**src/rtl/display_scan_mux.sv**
```systemverilog
// display_scan_mux: registered N:1 time-multiplexing selector for multi-digit
// displays. The module either auto-scans the channels or holds one manually
// selected channel. It drives zero-extended channel data and an active-low
// one-hot digit strobe. Every channel change is followed by a programmable
// number of blank cycles to suppress ghosting.
module display_scan_mux #(
    parameter int N_CH   = 4,
    parameter int DATA_W = 6,
    parameter int OUT_W  = 7,
    parameter int DIV    = 4,
    parameter int BLANK  = 1,
    parameter int IDX_W  = (N_CH > 2) ? $clog2(N_CH) : 1
) (
    input  logic                   clk,
    input  logic                   rst,
    input  logic [N_CH*DATA_W-1:0] data_in,
    input  logic                   enable,
    input  logic                   mode,
    input  logic [IDX_W-1:0]       man_sel,
    output logic [OUT_W-1:0]       data_out,
    output logic [N_CH-1:0]        an_n,
    output logic [IDX_W-1:0]       cur_idx,
    output logic                   tick
);

    localparam int PRESC_W = (DIV > 1) ? $clog2(DIV) : 1;
    localparam int BLANK_W = (BLANK > 0) ? $clog2(BLANK + 1) : 1;

    localparam logic [PRESC_W-1:0] PRESC_MAX  = PRESC_W'(DIV - 1);
    localparam logic [PRESC_W-1:0] PRESC_ONE  = PRESC_W'(1);
    localparam logic [BLANK_W-1:0] BLANK_LOAD = BLANK_W'(BLANK);
    localparam logic [BLANK_W-1:0] BLANK_ONE  = BLANK_W'(1);
    localparam logic [IDX_W-1:0]   IDX_LAST   = IDX_W'(N_CH - 1);
    localparam logic [IDX_W-1:0]   IDX_ONE    = IDX_W'(1);
    localparam logic [IDX_W:0]     N_CH_EXT   = (IDX_W + 1)'(N_CH);
    localparam logic [N_CH-1:0]    STROBE_ONE = N_CH'(1);

    logic [PRESC_W-1:0] presc;
    logic [PRESC_W-1:0] presc_n;
    logic               wrap;
    logic [IDX_W-1:0]   idx_n;
    logic [BLANK_W-1:0] blank_cnt;
    logic [BLANK_W-1:0] blank_n;
    logic               blanking;
    logic [DATA_W-1:0]  sel_data;
    logic [N_CH-1:0]    strobe_n;
    logic [DATA_W-1:0]  channel [N_CH];

    // Split the packed input bus into one entry per channel.
    for (genvar k = 0; k < N_CH; k++) begin : g_unpack
        assign channel[k] = data_in[k*DATA_W +: DATA_W];
    end

    // Next-state logic for the prescaler, the channel index, the blank counter and the output values.
    always_comb begin
        wrap    = (presc == PRESC_MAX);
        presc_n = wrap ? '0 : presc + PRESC_ONE;

        idx_n = cur_idx;
        if (mode) begin
            if ({1'b0, man_sel} < N_CH_EXT) begin
                idx_n = man_sel;
            end
        end else if (wrap) begin
            idx_n = (cur_idx == IDX_LAST) ? '0 : cur_idx + IDX_ONE;
        end

        if (idx_n != cur_idx) begin
            blank_n = BLANK_LOAD;
        end else if (blank_cnt != '0) begin
            blank_n = blank_cnt - BLANK_ONE;
        end else begin
            blank_n = '0;
        end

        blanking = (blank_n != '0);
        sel_data = channel[idx_n];
        strobe_n = ~(STROBE_ONE << idx_n);
    end

    // Register all state and outputs on enabled cycles. When enable is low, every register holds except tick, which clears.
    always_ff @(posedge clk or posedge rst) begin
        if (rst) begin
            presc     <= '0;
            cur_idx   <= '0;
            blank_cnt <= '0;
            data_out  <= '0;
            an_n      <= '1;
            tick      <= 1'b0;
        end else if (enable) begin
            presc     <= presc_n;
            tick      <= wrap;
            cur_idx   <= idx_n;
            blank_cnt <= blank_n;
            data_out  <= blanking ? '0 : OUT_W'(sel_data);
            an_n      <= blanking ? '1 : strobe_n;
        end else begin
            tick <= 1'b0;
        end
    end

endmodule

```
**config.mk**
```make
export PLATFORM = sky130hd
export DESIGN_NAME = display_scan_mux
export DESIGN_NICKNAME = d
export VERILOG_FILES = /design/src/rtl/display_scan_mux.sv
export SDC_FILE = /design/constraint.sdc
export NUM_CORES = 1
export LEC_CHECK = 0
export BUFFER_PORTS_ARGS = -buffer_cell sky130_fd_sc_hd__buf_2
export CORE_ASPECT_RATIO = 1.2
export CORE_MARGIN = 4
export CORE_UTILIZATION = 49
export CTS_CLUSTER_DIAMETER = 40
export DETAILED_ROUTE_END_ITERATION = 8
export GPL_TIMING_DRIVEN = 1
export PLACE_DENSITY = 0.81
export SYNTH_ARGS = -nofsm -noshare
export SYNTH_HDL_FRONTEND = slang
export SYNTH_SLANG_ARGS = --single-unit
```
**constraint.sdc**
```tcl
create_clock -name clk -period 2.34 [get_ports clk]
set_clock_uncertainty 0.15 [all_clocks]
set_input_delay 0.117 -clock clk [delete_from_list [all_inputs] [get_ports clk]]
set_output_delay 0.117 -clock clk [all_outputs]
set_load 0.05 [all_outputs]
```
# ---- After elaboration in Yosys (flattened, before gate mapping)
# Index checks and enable logic that the tools add are counted.
dict set report totals {
  reg_bits 17
  input_bits 30
  out_inout_bits 14
  word_cells 28
}
dict set report op_classes {
  n_addsub 3
  order_cmp 1
  eq_ne 3
  shifts 1
  mux 12
  n_bitwise 2
}
# op n
set op_table {}
lappend op_table {{$mux W6} 3}
lappend op_table {{$bmux W6 S2} 1}
lappend op_table {{$mux W2} 4}
lappend op_table {{$add A2 B1 Y2 const B} 2}
lappend op_table {{$eq A2 B2 Y1 const B} 2}
lappend op_table {{$mux W4} 1}
lappend op_table {{$not A4 Y4} 1}
lappend op_table {{$shl A1 B2 Y4 const A} 1}
lappend op_table {{$ge A3 B3 Y1 const B} 1}
lappend op_table {{$mux W1} 3}
lappend op_table {{$not A2 Y3} 1}
lappend op_table {{$ne A2 B2 Y1} 1}
lappend op_table {{$sub A1 B1 Y1 const B} 1}

# ---- Longest topological paths before layout
dict set report logic_depth {
  word_depth 9
  mapped_depth 8
}

# ---- Worst setup path before layout
# No wires, ideal clock.
dict set report synth_path {
  path_kind {reg2reg}
  start {register cur_idx[1]}
  end {register data_out[0]}
  setup_ns 0.131
  t_arrival_ns 2.056
  required_time_ns 2.059
  path_slack_ns 0.003
  stages_incl_launch_ff 8
  period_less_slack_ns 2.337
  cell_sequence {dfrtp_1 > ha_1 > nor3b_2 > o31a_1 > buf_6 > mux2_4 > o211ai_1 > a22oi_1}
}
dict set report synth_between {
  elab_chain_len 9
}
# item line_no
set synth_rtl {}
lappend synth_rtl {{start: declaration} 22} ;# output logic [IDX_W-1:0] cur_idx,
lappend synth_rtl {{start signal: assignment} 93} ;# cur_idx <= idx_n;
lappend synth_rtl {{$add A2 B1 Y2 or $eq A2 B2 Y1 (tied branches)} 65} ;# idx_n = (cur_idx == IDX_LAST) ? '0 : cur_idx + IDX_ONE;
lappend synth_rtl {{$mux W2} 65}
lappend synth_rtl {{$mux W2} 64} ;# end else if (wrap) begin
lappend synth_rtl {{$mux W2} 60} ;# if (mode) begin
lappend synth_rtl {{$not A2 Y3 (implied by the code)} 77} ;# sel_data = channel[idx_n];
lappend synth_rtl {{$bmux W6 S2} 77}
lappend synth_rtl {{$mux W6 (implied by the code) (2 in series)} 77}
lappend synth_rtl {{$mux W6 *} 95} ;# data_out <= blanking ? '0 : OUT_W'(sel_data);
lappend synth_rtl {{end signal: assignment} 95}
lappend synth_rtl {{end: declaration} 20} ;# output logic [OUT_W-1:0] data_out,
# Every way passes the cells marked *; elsewhere a longest branch is shown, timed or not. The select of a mux whose other input is x is not followed.
# A chain may end at the register's enable or synchronous reset.

# ---- Worst setup path in the final report
dict set report layout_path {
  start {register presc[0]}
  end {register data_out[5]}
}
dict set report layout_between {
  elab_chain_len 8
}
# item line_no
set layout_rtl {}
lappend layout_rtl {{start: declaration} 38} ;# logic [PRESC_W-1:0] presc;
lappend layout_rtl {{start signal: assignment} 91} ;# presc <= presc_n;
lappend layout_rtl {{$eq A2 B2 Y1 *} 56} ;# wrap = (presc == PRESC_MAX);
lappend layout_rtl {{$mux W2 *} 64}
lappend layout_rtl {{$mux W2 *} 60}
lappend layout_rtl {{$not A2 Y3 (implied by the code)} 77}
lappend layout_rtl {{$bmux W6 S2} 77}
lappend layout_rtl {{$mux W6 (implied by the code) (2 in series)} 77}
lappend layout_rtl {{$mux W6 *} 95}
# Marked as above.

==> impl_metrics.csv <==
group,metric,value,unit
worst_setup_path,end_kind,"flop",
placed_design,io_buffers,42,
floorplan,core-area,0.00228,mm^2
synthesis,syn_nets,151,
worst_setup_path,crit_path_max_fanout,9,
grt,grt.total_usage,20.3,%
timing,slew_viol_final,0,
clocking,cts-htree-levels,1,
layout,post-route-util,65.7,%
power_and_ir_drop,p_total,1530,uW
floorplan,io_pins,44,
synthesis,syn_inst,119,
synthesis,synth_area,0.00117,mm^2
clocking,cts_buffers,3,
synthesis,ys.flop_type,"dfrtp_1",
clocking,cts.clk_slew.worst_paths,0.09,ns
worst_setup_path,cp_slowest_cell,"dfrtp_1",
routing,first_iter_violations,41,
synthesis,ys_seq_area_share,32.5,%
placed_design,place_congestion,0.799,
timing,period_share,94.6,%
worst_setup_path,worstPathRequired,2.37,ns
power_and_ir_drop,p_leak,0.000683,uW
run_status,outcome,"completed",
clocking,insertion_delay,0.29,ns
layout,nets,199,
floorplan,num_rows,19,
synthesis,synth-edff-count,0,
floorplan,floorplan.initialDensity,51.3,%
worst_setup_path,crit_path_max_incr_delay,0.41,ns
synthesis,synth_warnings,0,
clocking,cts_tree,"built",
min_path,hold_class,"in -> reg",
clocking,cts.sink_count,15,
timing,hold_viol,0,
synthesis,synth-seq-cells,15,
floorplan,fp.dieW,52.6,um
layout,final_cell_count_no_fill,197,
synthesis,syn_area_per_cell,9.84,um^2
routing,dr_total_vias,1148,
layout,final_layout_size_suffix_gt1_share,41.6,%
grt,antenna_found_initial,0,
routing,wl,3240,um
routing,antenna_left,0,
layout,antenna_cells,0,
grt,grt_pass1_wl,4840,um
grt,grt_max_degree,20,
timing,holdWs,0.00509,ns
worst_setup_path,cp_cell_sequence,"ha_1, nor3b_2, o31a_4, mux2_4, o211ai_1, a22oi_1",
run,drv_cap,0,
power_and_ir_drop,peakVddDrop,0.663,mV
grt,grt_pass1_vias,1099,
routing,wl_per_cell,16.4,um
routing,route.detailed.drc,0,
timing,relSlewSlack,58.1,%
placed_design,dp_hpwl,2220,um
grt,overflow,0,
synthesis,ys_types,40,
worst_setup_path,criticalPathCategory,"reg -> reg",
worst_setup_path,start_kind,"flop",
synthesis,async_flop_share,100,%
worst_setup_path,path_delay_family,"compound AO/OA/AOI/OAI gates",
worst_setup_path,critPathBufInv,0,
layout,area_growth_syn_to_layout,28.0,%
timing,setup_viol_count_final,0,
routing,first_pass_iters,4,
timing,rsz0062_at_grt,"false",
clocking,clock-root-buffer,"clkbuf_4",
placed_design,dp_cells,184,
timing,max_freq,452,MHz
timing,setup_tns,0,ns
timing,fin_crit,2.21,ns
clocking,clk_path_buf_depth,2,
worst_setup_path,cp.arrival,2.24,ns
routing,viasPerCell,5.83,
power_and_ir_drop,power.density,1020,mW/mm^2
floorplan,die_y,61.6,um
timing,worst_pin_slew,0.626,ns
floorplan,dieArea,0.00324,mm^2
[through the flow]
stage	instance area [um^2]	setup slack [ns]
after global placement	1360	0.0341
after detailed placement	1360	-0.0303
final	1500	0.127
after global routing	1500	0.0250
after CTS	1480	0.102
after floorplan	1170	0.00302
[cells in the final DEF (no fill, tap or decap), types with 2 or more instances in the layout]
cell / Yosys / final
o211ai_1: 6 / 6
nand2b_1: 8 / 8
nor2_1: 6 / 6
ha_1: 2 / 2
or3b_1: 2 / 2
and2_1: 2 / 2
o21ai_0: 6 / 6
mux2_2: 4 / 4
mux2_4: 6 / 6
dlygate4sd3_1: 0 / 9
dfstp_2: 4 / 4
inv_1: 3 / 3
buf_4: 2 / 3
dfrtp_1: 11 / 11
nor2b_1: 2 / 2
a22oi_1: 6 / 6
a21oi_1: 8 / 8
a221o_1: 6 / 6
clkbuf_4: 0 / 3
buf_2: 1 / 42
nand2_1: 8 / 8
[timing repair]
action,in CTS,in global routing
gates resized for setup,2,1
endpoints found under the setup margin,6,6
buffers inserted,0,0
hold endpoints to repair,17,1
pin swaps,0,1
hold buffers,8,1
[registers in the layout (all words and copies together) (netlist names)]
name      count
an_n          4
presc         2
tick          1
cur_idx       2
data_out      6
[worst register-to-register path: stages (launching register included)]
cell	delay [ns]
dfrtp_1	0.41
ha_1	0.31
nor3b_2	0.21
o31a_4	0.41
mux2_4	0.33
o211ai_1	0.17
a22oi_1	0.11
[cell families (layout without fill, tap and decap cells)]
kind of cell	after synthesis	in the layout	synth area share, %
AOI/OAI and AO/OA	41	41	26.3
adders and majority gates	2	2	2.14
buffers and inverters	14	61	7.80
DFF	15	15	32.5
muxes	11	11	12.4
other	1	1	0.320
and+or+nand+nor	35	35	18.6
[metal layers]
metal	global-route usage, %	part of all wire, %
met5	0	0
met4	8.76	0.93
met3	2.91	5.3
met2	36.7	52
met1	23.8	42
[synth_stat cells, types with 2 or more instances]
master | n | area, um^2
dfstp_2 | 4 | 105
nor2b_1 | 2 | 12.5
a221o_1 | 6 | 60.1
nand2b_1 | 8 | 50.1
nor2_1 | 6 | 22.5
or3b_1 | 2 | 17.5
o211ai_1 | 6 | 45.0
clkbuf_1 | 3 | 11.3
buf_4 | 2 | 15.0
dfrtp_1 | 11 | 275
mux2_2 | 4 | 45.0
nand2_1 | 8 | 30.0
ha_1 | 2 | 25.0
buf_6 | 4 | 45.0
a22oi_1 | 6 | 45.0
inv_1 | 3 | 11.3
mux2_4 | 6 | 90.1
a21oi_1 | 8 | 40.0
and2_1 | 2 | 12.5
o21ai_0 | 6 | 30.0
[final cells by class]
cell class | instances | area (um^2)
Fill cell | 202 | 783
Multi-Input combinational cell | 90 | 719
Sequential cell | 15 | 380
Timing Repair Buffer | 54 | 323
Tap cell | 31 | 38.8
Clock buffer | 4 | 26.3
Inverter | 3 | 11.3
[worst paths after layout]
path	startpoint	endpoint	slack (ns)	depth (start not counted)
max in group asynchronous	rst	data_out[2]$_DFFE_PP0P_	1.37	3
min in group asynchronous	rst	presc[1]$_DFFE_PP0P_	0.29	3
worst max register to register	presc[0]$_DFFE_PP0P_	data_out[5]$_DFFE_PP0P_	0.13	6
worst min-delay path	data_in[22]	data_out[4]$_DFFE_PP0P_	0.005	3
worst min register to register	an_n[3]$_DFFE_PP1P_	an_n[3]$_DFFE_PP1P_	0.35	2
worst max-delay path	presc[0]$_DFFE_PP0P_	data_out[5]$_DFFE_PP0P_	0.13	6
[power by group]
group	switching (uW)	leakage, uW	total (uW)	internal (uW)
clock network	90.0	0.0000150	156	66.4
logic	630	0.000486	977	347
registers	47.2	0.000181	401	354
Note: power is estimated with default switching activity, not from simulation.
